--- config.mk ---
export PLATFORM = sky130hd
export DESIGN_NAME = cheshire_idma_job_arbiter
export DESIGN_NICKNAME = d
export VERILOG_FILES = /design/src/rtl/cheshire_idma_job_arbiter.sv
export SDC_FILE = /design/constraint.sdc
export NUM_CORES = 1
export LEC_CHECK = 0
export CORE_AREA = 2 2 327 329
export DETAILED_ROUTE_END_ITERATION = 7
export DIE_AREA = 0 0 329 331
export DONT_BUFFER_PORTS = 1
export HOLD_SLACK_MARGIN = 0.03
export PLACE_DENSITY = 0.3
export RECOVER_POWER = 25
export SLEW_MARGIN = 20
export SYNTH_ARGS = -nofsm -noshare
export SYNTH_HDL_FRONTEND = slang
export SYNTH_SLANG_ARGS = --single-unit
--- constraint.sdc ---
create_clock -name clk_i -period 8.4 [get_ports clk_i]
set_input_delay 0.84 -clock clk_i [delete_from_list [all_inputs] [get_ports clk_i]]
set_output_delay 0.84 -clock clk_i [all_outputs]
set_load 0.005 [all_outputs]
--- src/rtl/cheshire_idma_job_arbiter.sv ---
// Round-robin job arbiter that shares one iDMA backend between NumReq sources.
// Completions are steered back to their issuer through an in-order tag FIFO.
module cheshire_idma_job_arbiter #(
  parameter int unsigned NumReq      = 4,
  parameter int unsigned JobWidth    = 160,
  parameter int unsigned MaxInFlight = 8,
  parameter int unsigned IdxWidth    = $clog2(NumReq),
  parameter int unsigned CntWidth    = $clog2(MaxInFlight + 1)
) (
  input  logic                       clk_i,
  input  logic                       rst_ni,
  input  logic [NumReq-1:0]          req_valid_i,
  output logic [NumReq-1:0]          req_ready_o,
  input  logic [NumReq*JobWidth-1:0] req_job_i,
  output logic [JobWidth-1:0]        be_job_o,
  output logic                       be_valid_o,
  input  logic                       be_ready_i,
  input  logic                       be_rsp_valid_i,
  input  logic                       be_rsp_error_i,
  output logic                       be_rsp_ready_o,
  output logic [NumReq-1:0]          rsp_valid_o,
  output logic                       rsp_error_o,
  input  logic [NumReq-1:0]          rsp_ready_i,
  output logic [CntWidth-1:0]        inflight_o,
  output logic                       busy_o
);

  localparam int unsigned PtrWidth = (MaxInFlight > 1) ? $clog2(MaxInFlight) : 1;

  logic [IdxWidth-1:0] rr_ptr, locked_idx, rr_idx, cand, grant, head;
  logic                lock, found, full, empty, handshake, pop;
  logic [CntWidth-1:0] inflight;
  logic [PtrWidth-1:0] wr_ptr, rd_ptr;
  logic [IdxWidth-1:0] tag_mem [MaxInFlight];

  // First valid requester at or after rr_ptr, wrapping.
  always_comb begin
    rr_idx = rr_ptr;
    cand   = '0;
    found  = 1'b0;
    for (int k = 0; k < int'(NumReq); k++) begin
      cand = IdxWidth'((int'(rr_ptr) + k) % int'(NumReq));
      if (!found && req_valid_i[cand]) begin
        rr_idx = cand;
        found  = 1'b1;
      end
    end
  end

  assign full       = (inflight == CntWidth'(MaxInFlight));
  assign empty      = (inflight == '0);
  assign grant      = lock ? locked_idx : rr_idx;
  assign be_valid_o = !full && req_valid_i[grant];
  assign be_job_o   = req_job_i[32'(grant) * JobWidth +: JobWidth];
  assign handshake  = be_valid_o && be_ready_i;

  always_comb begin
    req_ready_o = '0;
    if (be_ready_i && !full) req_ready_o[grant] = 1'b1;
  end

  assign head           = tag_mem[rd_ptr];
  assign be_rsp_ready_o = rsp_ready_i[head] && !empty;
  assign rsp_error_o    = be_rsp_error_i;
  assign pop            = be_rsp_valid_i && be_rsp_ready_o;

  always_comb begin
    rsp_valid_o = '0;
    if (be_rsp_valid_i && !empty) rsp_valid_o[head] = 1'b1;
  end

  assign inflight_o = inflight;
  assign busy_o     = !empty || be_valid_o;

  always_ff @(posedge clk_i) begin
    if (!rst_ni) begin
      rr_ptr     <= '0;
      lock       <= 1'b0;
      locked_idx <= '0;
      wr_ptr     <= '0;
      rd_ptr     <= '0;
      inflight   <= '0;
    end else begin
      if (handshake) begin
        lock   <= 1'b0;
        rr_ptr <= IdxWidth'((int'(grant) + 1) % int'(NumReq));
        wr_ptr <= (wr_ptr == PtrWidth'(MaxInFlight - 1)) ? '0 : wr_ptr + 1'b1;
      end else if (be_valid_o && !be_ready_i) begin
        // Hold the offered job stable until the backend takes it.
        lock       <= 1'b1;
        locked_idx <= grant;
      end
      if (pop) rd_ptr <= (rd_ptr == PtrWidth'(MaxInFlight - 1)) ? '0 : rd_ptr + 1'b1;
      if (handshake && !pop)      inflight <= inflight + 1'b1;
      else if (!handshake && pop) inflight <= inflight - 1'b1;
    end
  end

  always_ff @(posedge clk_i) begin
    if (handshake) tag_mem[wr_ptr] <= grant;
  end

  a_inflight_max: assert property (@(posedge clk_i) disable iff (!rst_ni)
    inflight <= CntWidth'(MaxInFlight));
  a_no_push_full: assert property (@(posedge clk_i) disable iff (!rst_ni)
    !(handshake && full));
  a_rsp_nonempty: assert property (@(posedge clk_i) disable iff (!rst_ni)
    !(be_rsp_valid_i && empty));
  a_lock_hold: assert property (@(posedge clk_i) disable iff (!rst_ni)
    lock |-> req_valid_i[locked_idx]);

endmodule

==> results of run 1 <==
## area by class of cell
class / count / share of cell area [%]
multi-input combinational: 1095 / 64.67
tap: 1391 / 20.91
sequential: 34 / 10.10
clock buffer: 5 / 1.503
timing repair buffer: 9 / 1.263
clock inverter: 3 / 0.7667
inverter: 10 / 0.6013
antenna: 6 / 0.1804
## worst max-delay path, delay by kind of cell
kind / cells / cell delay [ps]
compound gates: 2 / 1120
simple gates: 4 / 600
buf+inv: 2 / 1000
## sequential cells by signal, summed over array words and instances (netlist names), named ones only
signal      count
tag_mem        16
inflight_o      4
rd_ptr          3
wr_ptr          3
locked_idx      2
rr_ptr          2
lock            1
## power by group through the flow
| stage | Combinational, mW | Clock [mW] | Sequential, mW |
|---|---|---|---|
| 2_1_floorplan | 1.95 | 0 | 0.240 |
| 6_report | 2.63 | 0.234 | 0.258 |
| 3_3_place_gp | 2.69 | 0 | 0.265 |
| 4_1_cts | 2.67 | 0.241 | 0.260 |
| 5_1_grt | 2.91 | 0.252 | 0.265 |
| 3_5_place_dp | 2.66 | 0 | 0.263 |
## cells by family after synthesis
kind of cell	after synthesis	share of synthesized area, %
AO/OA/AOI/OAI	181	17.11
XOR/XNOR	3	0.3873
adder cells (fa/ha/maj)	12	2.323
buffers and inverters	125	7.726
flip-flops	34	12.39
multiplexers	23	3.946
AND/OR/NAND/NOR	876	56.11
## routing by layer
| layer | wire length, µm | GRT usage, % | vias up |
|---|---|---|---|
| met1 | 22840 | 11.68 | 4272 |
| met4 | 597 | 0.8438 | 20 |
| met5 | 126 | 0 | - |
| met3 | 5945 | 3.285 | 60 |
| met2 | 25130 | 14.22 | 574 |
| li1 | - | - | 4050 |
## synthesized netlist by cell type (2+ instances only)
| library cell | n | area, µm² |
|---|---|---|
| sky130_fd_sc_hd__nor4b_1 | 3 | 26.28 |
| sky130_fd_sc_hd__buf_4 | 2 | 15.01 |
| sky130_fd_sc_hd__dfxtp_1 | 18 | 360.4 |
| sky130_fd_sc_hd__clkbuf_1 | 67 | 251.5 |
| sky130_fd_sc_hd__a211oi_1 | 2 | 15.01 |
| sky130_fd_sc_hd__buf_2 | 32 | 160.2 |
| sky130_fd_sc_hd__and2_1 | 4 | 25.02 |
| sky130_fd_sc_hd__mux4_2 | 3 | 67.56 |
| sky130_fd_sc_hd__a21oi_1 | 3 | 15.01 |
| sky130_fd_sc_hd__a31oi_1 | 161 | 1007 |
| sky130_fd_sc_hd__inv_2 | 2 | 7.510 |
| sky130_fd_sc_hd__mux2i_1 | 20 | 200.2 |
| sky130_fd_sc_hd__o21ai_0 | 4 | 20.02 |
| sky130_fd_sc_hd__inv_1 | 8 | 30.03 |
| sky130_fd_sc_hd__edfxtp_1 | 16 | 480.5 |
| sky130_fd_sc_hd__xnor2_1 | 3 | 26.28 |
| sky130_fd_sc_hd__nand2b_1 | 4 | 25.02 |
| sky130_fd_sc_hd__nor2_1 | 9 | 33.78 |
| sky130_fd_sc_hd__nor3_1 | 3 | 15.01 |
| sky130_fd_sc_hd__nand3_1 | 4 | 20.02 |
| sky130_fd_sc_hd__and3_1 | 166 | 1039 |
| sky130_fd_sc_hd__ha_1 | 11 | 137.6 |
| sky130_fd_sc_hd__buf_1 | 13 | 48.80 |
| sky130_fd_sc_hd__nor4_1 | 2 | 12.51 |
| sky130_fd_sc_hd__o31a_1 | 2 | 17.52 |
| sky130_fd_sc_hd__nor2b_1 | 4 | 25.02 |
| sky130_fd_sc_hd__nand2_1 | 670 | 2515 |
## worst paths after layout
check,slack [ps],start,end
min reg2reg,490,rd_ptr[1],rd_ptr[1]
max,3480,req_valid_i[0],be_job_o[7]
min,490,rd_ptr[1],rd_ptr[1]
max reg2reg,3800,rr_ptr[1],inflight_o[3]
==> out/metrics.sh, run 1 <==
OUTCOME='completed'
CTS.HOLD.BUFFERS_ADDED=0
GRT_ANTENNA_BEFORE_REPAIR=31
GRT-OVFL-TOTAL=0
CLOCK_LATENCY_PS=270
FINAL-INSTANCE-COUNT-EXCL-FILL=2553
POWER.DENSITY_nW_PER_UM2=375.6
PLACE_INST=2539
ASYNC_RESET_FF_SHARE_PCT=0
TOTAL_POWER_mW=3.126
RATIO_OF_CELLS_WITH_DRIVE_ABOVE_1_IN_THE_FINAL_LAYOUT_PCT=1.903
SYNTH.NET_COUNT=1919
VIA_PER_INST=3.516
FIRST_PASS_ITERS=5
GRT_MAX_DEGREE=170
TIMING.CRITICAL_PATH.SLOWEST_STAGE_CELL='sky130_fd_sc_hd__o31ai_1'
VDD_DROP_MAX_mV=0.2579
HOLDPATHSTAGES=2
GRT_FIRST_PASS_WIRELENGTH_MM=67.65
TOTAL_NEGATIVE_SETUP_SLACK_PS=0
POWER_LEAKAGE_nW=3.415
PATH_DEPTH_OF_THE_WORST_REG2REG_PATH=15
FINAL_NETS=1820
MOST-COMMON-LAYOUT-CELLS='sky130_fd_sc_hd__nand2_1 (670), sky130_fd_sc_hd__and3_1 (166), sky130_fd_sc_hd__a31oi_1 (161)'
UNREPAIRED_SETUP_ENDPOINTS_AFTER_GLOBAL_ROUTING='no'
MULTI_INPUT_COMB_AREA_UM2=5383
CORE_AREA_UM2=105000
DRT-INITIAL-DRC-COUNT=716
GRT_PASS1_VIAS=7893
CTS_INSERTED_BUFFERS=5
SYNTHESIS.AREA_UM2=6785
POST_CTS.RESIZED_INSTANCES=0
CRIT_PATH_END_KIND='output port'
POWER.SHARE.CLOCK_PCT=7.5
STD_CELL_ROWS=119
YS_FF_LATCH=34
POST_SYNTH_INST_COUNT=1254
FLOORPLAN.INITIALDENSITY_PCT=6.464
CLOCK_SINKS=34
BUFS_ON_LONGEST_CLOCK_PATH=2
YS_TYPES=45
SYNTH_EDF_COUNT=16
NUMBER_OF_MAX_CAP_VIOLATIONS=0
ARRIVAL_TIME_REPORTED_FOR_THE_CRITICAL_PATH_ENDPOINT_PS=4080
TRITONCTS='built'
FP.DIEAREA_UM2=108900
CTS_ROOT_BUF='sky130_fd_sc_hd__clkbuf_16'
POWER.SHARE.SWITCHING_PCT=63.08
FINAL.FILL_COUNT=12560
CRIT_TYPE='in -> out'
CLK_PIN_SLEW_WORST_PATHS_PS=50
FINAL-SEQ-AREA_UM2=840.8
CRITICAL-PATH-MAX-STAGE-DELAY_PS=640
WORST-ENDPOINT-REQUIRED_PS=7560
SETUP_FIX_BUFFERS_ADDED_AFTER_CLOCK_TREE_SYNTHESIS=0
TIMING.FINAL.WS_SETUP_PS=3477
NUMPORTBUFFERS=0
FINALWEIGHTEDCONGESTION=0.8001
FINAL_STANDARD_CELL_UTILIZATION_OF_THE_CORE_PCT=7.929
HOLD_PATH.CLASS='reg -> reg'
DRT_DRC_VIOLATIONS_LEFT=0
SYNTHESIS.AREA_PER_INSTANCE_UM2=5.411
LAYOUT-AREA-OVERHEAD-VS-SYNTH_PCT=22.66
POWER.SEQUENTIAL.FRACTION_PCT=8.3
COMBPWRFRAC_PCT=84.3
START_KIND='input port'
SLEW-LIMIT-HEADROOM_PCT=21.92
LAYOUT.CELLS.MOST_COMMON='sky130_fd_sc_hd__nand2_1'
HOLD_VIOL=0
CP_CELL_SEQUENCE='nor2b_1 -> nor4_1 -> o31ai_1 -> buf_4 -> buf_12 -> nand2_1 -> and3_1 -> a31oi_1'
WIRE_PER_INST_UM=21.40
INTERNAL-POWER_mW=1.154
MIN_PERIOD_OVER_PERIOD_PCT=58.61
FINALCLOCKSKEW_PS=2.835
PLACEMENT.CELL_AREA_UM2=8158
ANT_NETS=0
LARGEST_FANOUT_ON_THE_CRITICAL_PATH=169
GRT_USE_TOTAL_PCT=8.868
TIMING.HOLD.WS_PS=491.4
FINAL_MAX_SLEW_VIOL_COUNT=0
DRT-TOTAL-WL_MM=54.65
MAX_FREQ_MHz=203.1
SEQ_AREA_FRAC_SYNTH_PCT=12.39
FINALINSTANCEAREA_UM2=8323
PRE_CTS_SLACK_PS=3873
DIE_X_UM=329
DIE_HEIGHT_UM=331
FINAL-SETUP-VIOL-COUNT=0
SYNTH_FF_TYPE='sky130_fd_sc_hd__dfxtp_1'
COUNT_OF_BOUNDARY_I_O_PINS=829
MAX_SLEW.WORST_PIN.SLEW_PS=1171
POWER_SWITCHING_mW=1.972
ROUTE.VIAS.TOTAL=8976
DETAILEDPLACEMENTHPWL_MM=46.70
TIMING.FINAL.CRIT_PERIOD_PS=4923
HTREE_LEVELS=2
SYNTH_WARNINGS=0
No activity file was read; power rests on OpenSTA's default activity.
==> run 2: changes to the inputs <==
==> constraint.sdc (replaced) <==
create_clock -name clk_i -period 4.7 [get_ports clk_i]
set_input_delay 0.47 -clock clk_i [delete_from_list [all_inputs] [get_ports clk_i]]
set_output_delay 0.47 -clock clk_i [all_outputs]
set_load 0.005 [all_outputs]
==> run 2 against run 1 <==
Compared with the run above:
- clock-buffer cell count increased by 1
- combinational power increased by 85%
- sequential power increased by 79%
- via count decreased by 1.1%
==> out/metrics.sh, run 2 (same netlist as run 1, synthesis figures left out) <==
LARGEST_FANOUT_ON_THE_CRITICAL_PATH=82
FINAL-SEQ-AREA_UM2=840.8
CTS_ROOT_BUF='sky130_fd_sc_hd__clkbuf_16'
GRT_ANTENNA_BEFORE_REPAIR=31
CRITICAL_PATH.N_BUFFERS_INVERTERS=2
POWER_LEAKAGE_nW=3.434
VDD_DROP_MAX_mV=0.4391
CORE_AREA_UM2=105000
DIE_X_UM=329
TIMING.CRITICAL_PATH.SLOWEST_STAGE_CELL='sky130_fd_sc_hd__buf_4'
FINALCLOCKSKEW_PS=5.922
FLOORPLAN.INITIALDENSITY_PCT=6.464
FINAL_NETS=1825
DRT_DRC_VIOLATIONS_LEFT=0
BUFS_ON_LONGEST_CLOCK_PATH=2
STD_CELL_ROWS=119
GRT_FIRST_PASS_WIRELENGTH_MM=69.37
POST_CTS.RESIZED_INSTANCES=0
GRT-OVFL-TOTAL=0
START_KIND='flip-flop'
WIRE_PER_INST_UM=21.75
CLOCK_LATENCY_PS=280
FINAL_MAX_SLEW_VIOL_COUNT=0
CRIT_PATH_END_KIND='output port'
GRT_USE_TOTAL_PCT=9.108
DRT-INITIAL-DRC-COUNT=575
ARRIVAL_TIME_REPORTED_FOR_THE_CRITICAL_PATH_ENDPOINT_PS=3150
DETAILEDPLACEMENTHPWL_MM=47.95
FINAL-SETUP-VIOL-COUNT=0
LAYOUT.CELLS.MOST_COMMON='sky130_fd_sc_hd__nand2_1'
POWER.DENSITY_nW_PER_UM2=673.8
CP_CELL_SEQUENCE='nor2b_1 -> nor4_1 -> o31ai_4 -> inv_8 -> buf_4 -> nand2_1 -> a31oi_1'
TIMING.FINAL.CRIT_PERIOD_PS=3623
CLK_PIN_SLEW_WORST_PATHS_PS=50
GRT_PASS1_VIAS=8240
MAX_FREQ_MHz=276.0
DRT-TOTAL-WL_MM=55.81
HTREE_LEVELS=2
SETUP_FIX_BUFFERS_ADDED_AFTER_CLOCK_TREE_SYNTHESIS=0
CTS.HOLD.BUFFERS_ADDED=0
OUTCOME='completed'
MOST-COMMON-LAYOUT-CELLS='sky130_fd_sc_hd__nand2_1 (670), sky130_fd_sc_hd__and3_1 (166), sky130_fd_sc_hd__a31oi_1 (161)'
DR.MAX_LAYER_USED='met5'
TOTAL_POWER_mW=5.653
FP.DIEAREA_UM2=108900
WORST-ENDPOINT-REQUIRED_PS=4230
MAX_SLEW.WORST_PIN.SLEW_PS=877.0
ROUTE.MET3.WL_MM=5.466
DIE_HEIGHT_UM=331
TOTAL_NEGATIVE_SETUP_SLACK_PS=0
CRIT_TYPE='reg -> out'
FINAL.FILL_COUNT=12550
ROUTE.VIAS.TOTAL=8875
MAX_FLOP_REGISTER='tag_mem'
RATIO_OF_CELLS_WITH_DRIVE_ABOVE_1_IN_THE_FINAL_LAYOUT_PCT=2.498
CRITICAL-PATH-TOP-DELAY-FAMILY='simple AND/OR/NAND/NOR gates'
ROUTE.MET2.WL_MM=25.66
ANT_NETS=0
FINALWEIGHTEDCONGESTION=0.8262
CTS_INSERTED_BUFFERS=5
LAYOUT-AREA-OVERHEAD-VS-SYNTH_PCT=23.64
SLEW-LIMIT-HEADROOM_PCT=41.54
LARGEST_REG_FLOPS=16
CRITICAL-PATH-MAX-STAGE-DELAY_PS=680
TRITONCTS='built'
VIA_PER_INST=3.459
FINAL_STANDARD_CELL_UTILIZATION_OF_THE_CORE_PCT=7.992
UNREPAIRED_SETUP_ENDPOINTS_AFTER_GLOBAL_ROUTING='no'
HOLD_VIOL=0
MIN_PERIOD_OVER_PERIOD_PCT=77.09
FIRST_PASS_ITERS=5
CLOCK_SINKS=34
HOLD_PATH.CLASS='in -> reg'
NUMPORTBUFFERS=0
GRT_MAX_DEGREE=128
NUMBER_OF_MAX_CAP_VIOLATIONS=0
MULTI_INPUT_COMB_AREA_UM2=5408
COUNT_OF_BOUNDARY_I_O_PINS=829
DETAIL_ROUTE.WIRELENGTH.MET1_MM=23.91
run 2: cell count changes in the layout (fill, tap and decap cells not counted):
cell,change
sky130_fd_sc_hd__diode_2,+8
sky130_fd_sc_hd__buf_12,+3
sky130_fd_sc_hd__bufinv_16,-2
sky130_fd_sc_hd__clkbuf_1,+2
sky130_fd_sc_hd__clkinv_2,+2
sky130_fd_sc_hd__buf_4,+1
sky130_fd_sc_hd__clkinv_1,-1
sky130_fd_sc_hd__nand4_1,-1
sky130_fd_sc_hd__nand4_2,+1
sky130_fd_sc_hd__o211ai_1,-1
sky130_fd_sc_hd__o211ai_2,+1
sky130_fd_sc_hd__o31ai_1,-1
sky130_fd_sc_hd__o31ai_4,+1
run 2: report_power, final:
group / leakage (nW) / switching (mW) / internal (mW)
Sequential: 0.294 / 0.0744 / 0.388
Clock: 0.0707 / 0.121 / 0.194
Combinational: 3.07 / 3.44 / 1.43
Total: 3.43 / 3.64 / 2.01
run 2: worst paths after layout:
| path | start | end | slack (ps) | depth (start not counted) |
|---|---|---|---|---|
| min reg2reg | rd_ptr[2] | rd_ptr[2] | 500 | 2 |
| min | rst_ni | inflight_o[2] | 320 | 1 |
| max | rr_ptr[0] | be_job_o[135] | 1080 | 7 |
| max reg2reg | rr_ptr[0] | inflight_o[3] | 1240 | 14 |
run 2: metal layers:
metal | global-route usage [%] | up-vias
met5 | 0 | -
met4 | 1.122 | 22
met3 | 3.637 | 52
met2 | 14.56 | 536
met1 | 11.77 | 4194
li1 | - | 4071
run 2: stage by stage:
| step | instance area, µm² | worst slack, ps | instances | hold WS [ps] |
|---|---|---|---|---|
| 2_1_floorplan | 6785 | 1371 | 1254 | 457.7 |
| 3_3_place_gp | 8233 | 1144 | 2544 | 499.1 |
| 3_5_place_dp | 8233 | 1173 | 2544 | 489.0 |
| 4_1_cts | 8372 | 1181 | 2552 | 312.7 |
| 5_1_grt | 8364 | 841.4 | 2556 | 312.3 |
| 6_report | 8389 | 1077 | 2566 | 319.7 |
run 2: area by class of cell:
cell class                      instances  share of cell area [%]
Antenna cell                           14                  0.4176
Inverter                               10                  0.5966
Sequential cell                        34                   10.02
Tap cell                             1391                   20.75
Clock buffer                            6                   1.536
Clock inverter                          2                  0.1193
Timing Repair Buffer                   14                   2.103
Multi-Input combinational cell       1095                   64.46
==> run 3: changes to the inputs <==
==> constraint.sdc (replaced) <==
create_clock -name clk_i -period 3.65 [get_ports clk_i]
set_input_delay 0.365 -clock clk_i [delete_from_list [all_inputs] [get_ports clk_i]]
set_output_delay 0.365 -clock clk_i [all_outputs]
set_load 0.005 [all_outputs]
==> run 3 against run 2 <==
Compared with the run above:
- cell area increased by 2.6%
- clock power rose by 79%
- worst hold slack got worse by 120 ps
- final cell count up 0.39%
- clock skew hardly changed
- power grew 37%
- sequential share of layout area shrank 0.26 points
- sequential power is 29% higher
- clock-buffer cell count shrank 1
- critical path depth increased by 2
- utilization increased by 0.21 points
- die area stayed put
- critical endpoint is now be_job_o[84]
==> out/metrics.sh, run 3 (same netlist as run 1, synthesis figures left out) <==
TIMING.CRITICAL_PATH.SLOWEST_STAGE_CELL='sky130_fd_sc_hd__o31ai_4'
LAYOUT.CELLS.MOST_COMMON='sky130_fd_sc_hd__nand2_1'
MAX_FREQ_MHz=296.2
PATH_COMMON_CELL='sky130_fd_sc_hd__buf_4'
START_KIND='flip-flop'
WORST-R2R-SETUP-SLACK_PS=390
COUNT_OF_BOUNDARY_I_O_PINS=829
DR.MAX_LAYER_USED='met5'
LARGEST_REG_FLOPS=16
POWER_LEAKAGE_nW=3.552
CRITICAL_PATH.N_BUFFERS_INVERTERS=3
LARGEST_FANOUT_ON_THE_CRITICAL_PATH=109
DRT_DRC_VIOLATIONS_LEFT=0
SETUP_FIX_BUFFERS_ADDED_AFTER_CLOCK_TREE_SYNTHESIS=0
CLK_PIN_SLEW_WORST_PATHS_PS=60
CRITICAL-PATH-TOP-DELAY-FAMILY='buffers and inverters'
MOST-COMMON-LAYOUT-CELLS='sky130_fd_sc_hd__nand2_1 (670), sky130_fd_sc_hd__and3_1 (166), sky130_fd_sc_hd__a31oi_1 (161)'
NUMPORTBUFFERS=0
GRT-OVFL-TOTAL=0
LAYOUT-AREA-OVERHEAD-VS-SYNTH_PCT=26.89
MULTI_INPUT_COMB_AREA_UM2=5414
STD_CELL_ROWS=119
FIRST_PASS_ITERS=5
WORST-ENDPOINT-REQUIRED_PS=3280
GRT_ANTENNA_BEFORE_REPAIR=26
POWER.DENSITY_nW_PER_UM2=902.3
NUMBER_OF_MAX_CAP_VIOLATIONS=0
DRT-INITIAL-DRC-COUNT=580
UNREPAIRED_SETUP_ENDPOINTS_AFTER_GLOBAL_ROUTING='no'
DETAILEDPLACEMENTHPWL_MM=48.06
GRT_PASS1_VIAS=8074
CORE_AREA_UM2=105000
CLOCK_LATENCY_PS=280
VIA_PER_INST=3.472
FINAL-SEQ-AREA_UM2=840.8
FINAL.FILL_COUNT=12540
CRIT_TYPE='reg -> out'
TOTAL_POWER_mW=7.768
FINAL_MAX_SLEW_VIOL_COUNT=0
GRT_MAX_DEGREE=142
FINALWEIGHTEDCONGESTION=0.8425
DETAIL_ROUTE.WIRELENGTH.MET1_MM=23.81
FP.DIEAREA_UM2=108900
CRITICAL-PATH-MAX-STAGE-DELAY_PS=430
FINAL_NETS=1842
ROUTE.MET2.WL_MM=25.39
HOLD_PATH.CLASS='in -> reg'
WIRE_PER_INST_UM=21.51
FINAL-SETUP-VIOL-COUNT=0
MAX_FLOP_REGISTER='tag_mem'
CRIT_PATH_END_KIND='output port'
CLOCK_SINKS=34
RATIO_OF_CELLS_WITH_DRIVE_ABOVE_1_IN_THE_FINAL_LAYOUT_PCT=3.820
CTS_INSERTED_BUFFERS=5
FINALCLOCKSKEW_PS=5.520
MIN_PERIOD_OVER_PERIOD_PCT=92.48
DIE_HEIGHT_UM=331
ARRIVAL_TIME_REPORTED_FOR_THE_CRITICAL_PATH_ENDPOINT_PS=3010
DIE_X_UM=329
MAX_SLEW.WORST_PIN.SLEW_PS=793.1
FLOORPLAN.INITIALDENSITY_PCT=6.464
GRT_FIRST_PASS_WIRELENGTH_MM=68.40
BUFS_ON_LONGEST_CLOCK_PATH=2
CP_CELL_SEQUENCE='nor3_1 -> nor4_2 -> o31ai_4 -> buf_12 -> buf_4 -> nand2_1 -> and3_1 -> a31oi_1 -> buf_4'
OUTCOME='completed'
ROUTE.VIAS.TOTAL=8944
HTREE_LEVELS=2
VDD_DROP_MAX_mV=0.6102
CTS_ROOT_BUF='sky130_fd_sc_hd__clkbuf_16'
TOTAL_NEGATIVE_SETUP_SLACK_PS=0
FINAL_STANDARD_CELL_UTILIZATION_OF_THE_CORE_PCT=8.202
SLEW-LIMIT-HEADROOM_PCT=47.13
ANT_NETS=0
TIMING.FINAL.CRIT_PERIOD_PS=3376
HOLD_VIOL=0
DRT-TOTAL-WL_MM=55.41
ROUTE.MET3.WL_MM=5.324
GRT_USE_TOTAL_PCT=9.018
TRITONCTS='built'
==> run 3: path summary, 6_finish.rpt <==
path,from,end,depth (start not counted)
worst max-delay path,rr_ptr[1],be_job_o[84],9
worst min-delay path,rst_ni,inflight_o[2],1
worst max register to register,flip-flop,inflight_o[3],12
worst min register to register,rr_ptr[0],rr_ptr[0],2
==> run 3: metal layers <==
layer | vias up | GRT usage (%)
met5 | - | 0
met4 | 26 | 1.052
met3 | 67 | 3.237
met2 | 546 | 14.53
met1 | 4207 | 11.81
li1 | 4098 | -
==> run 3: worst register-to-register path, delay by kind of cell, from the launching register on <==
| family | cells | cell delay, ps |
|---|---|---|
| simple gates | 2 | 430 |
| buf+inv | 1 | 120 |
| flops | 1 | 420 |
| mux | 3 | 1150 |
| compound gates | 3 | 510 |
| fa+ha+maj | 2 | 470 |
| xor+xnor | 1 | 90 |
==> run 3: repair_timing <==
| item | in CTS | in global routing |
|---|---|---|
| endpoints found under the setup margin | 0 | 2 |
| hold buffers | 0 | 0 |
| resized for setup | 0 | 2 |
==> run 3: cell type report <==
type	count	share of cell area, %
multi-input combinational	1095	62.88
tap	1391	20.22
sequential	34	9.766
timing repair buffer	31	3.880
clock buffer	5	1.453
clock inverter	3	0.7993
inverter	10	0.7993
antenna	7	0.2035
==> run 3: power breakdown <==
part	switching (mW)	internal [mW]
logic	4.54	2.07
clock network	0.173	0.393
registers	0.0949	0.500
==> run 3: stage by stage <==
stage | std cells | worst slack (ps) | cell area (µm²) | hold WS (ps)
after global routing | 2569 | 28.28 | 8592 | 193.7
after detailed placement | 2561 | 365.5 | 8398 | 491.3
after global placement | 2561 | 261.5 | 8398 | 493.6
after CTS | 2569 | 172.0 | 8592 | 198.0
final | 2576 | 274.4 | 8610 | 204.4
after floorplan | 1254 | 426.1 | 6785 | 457.7
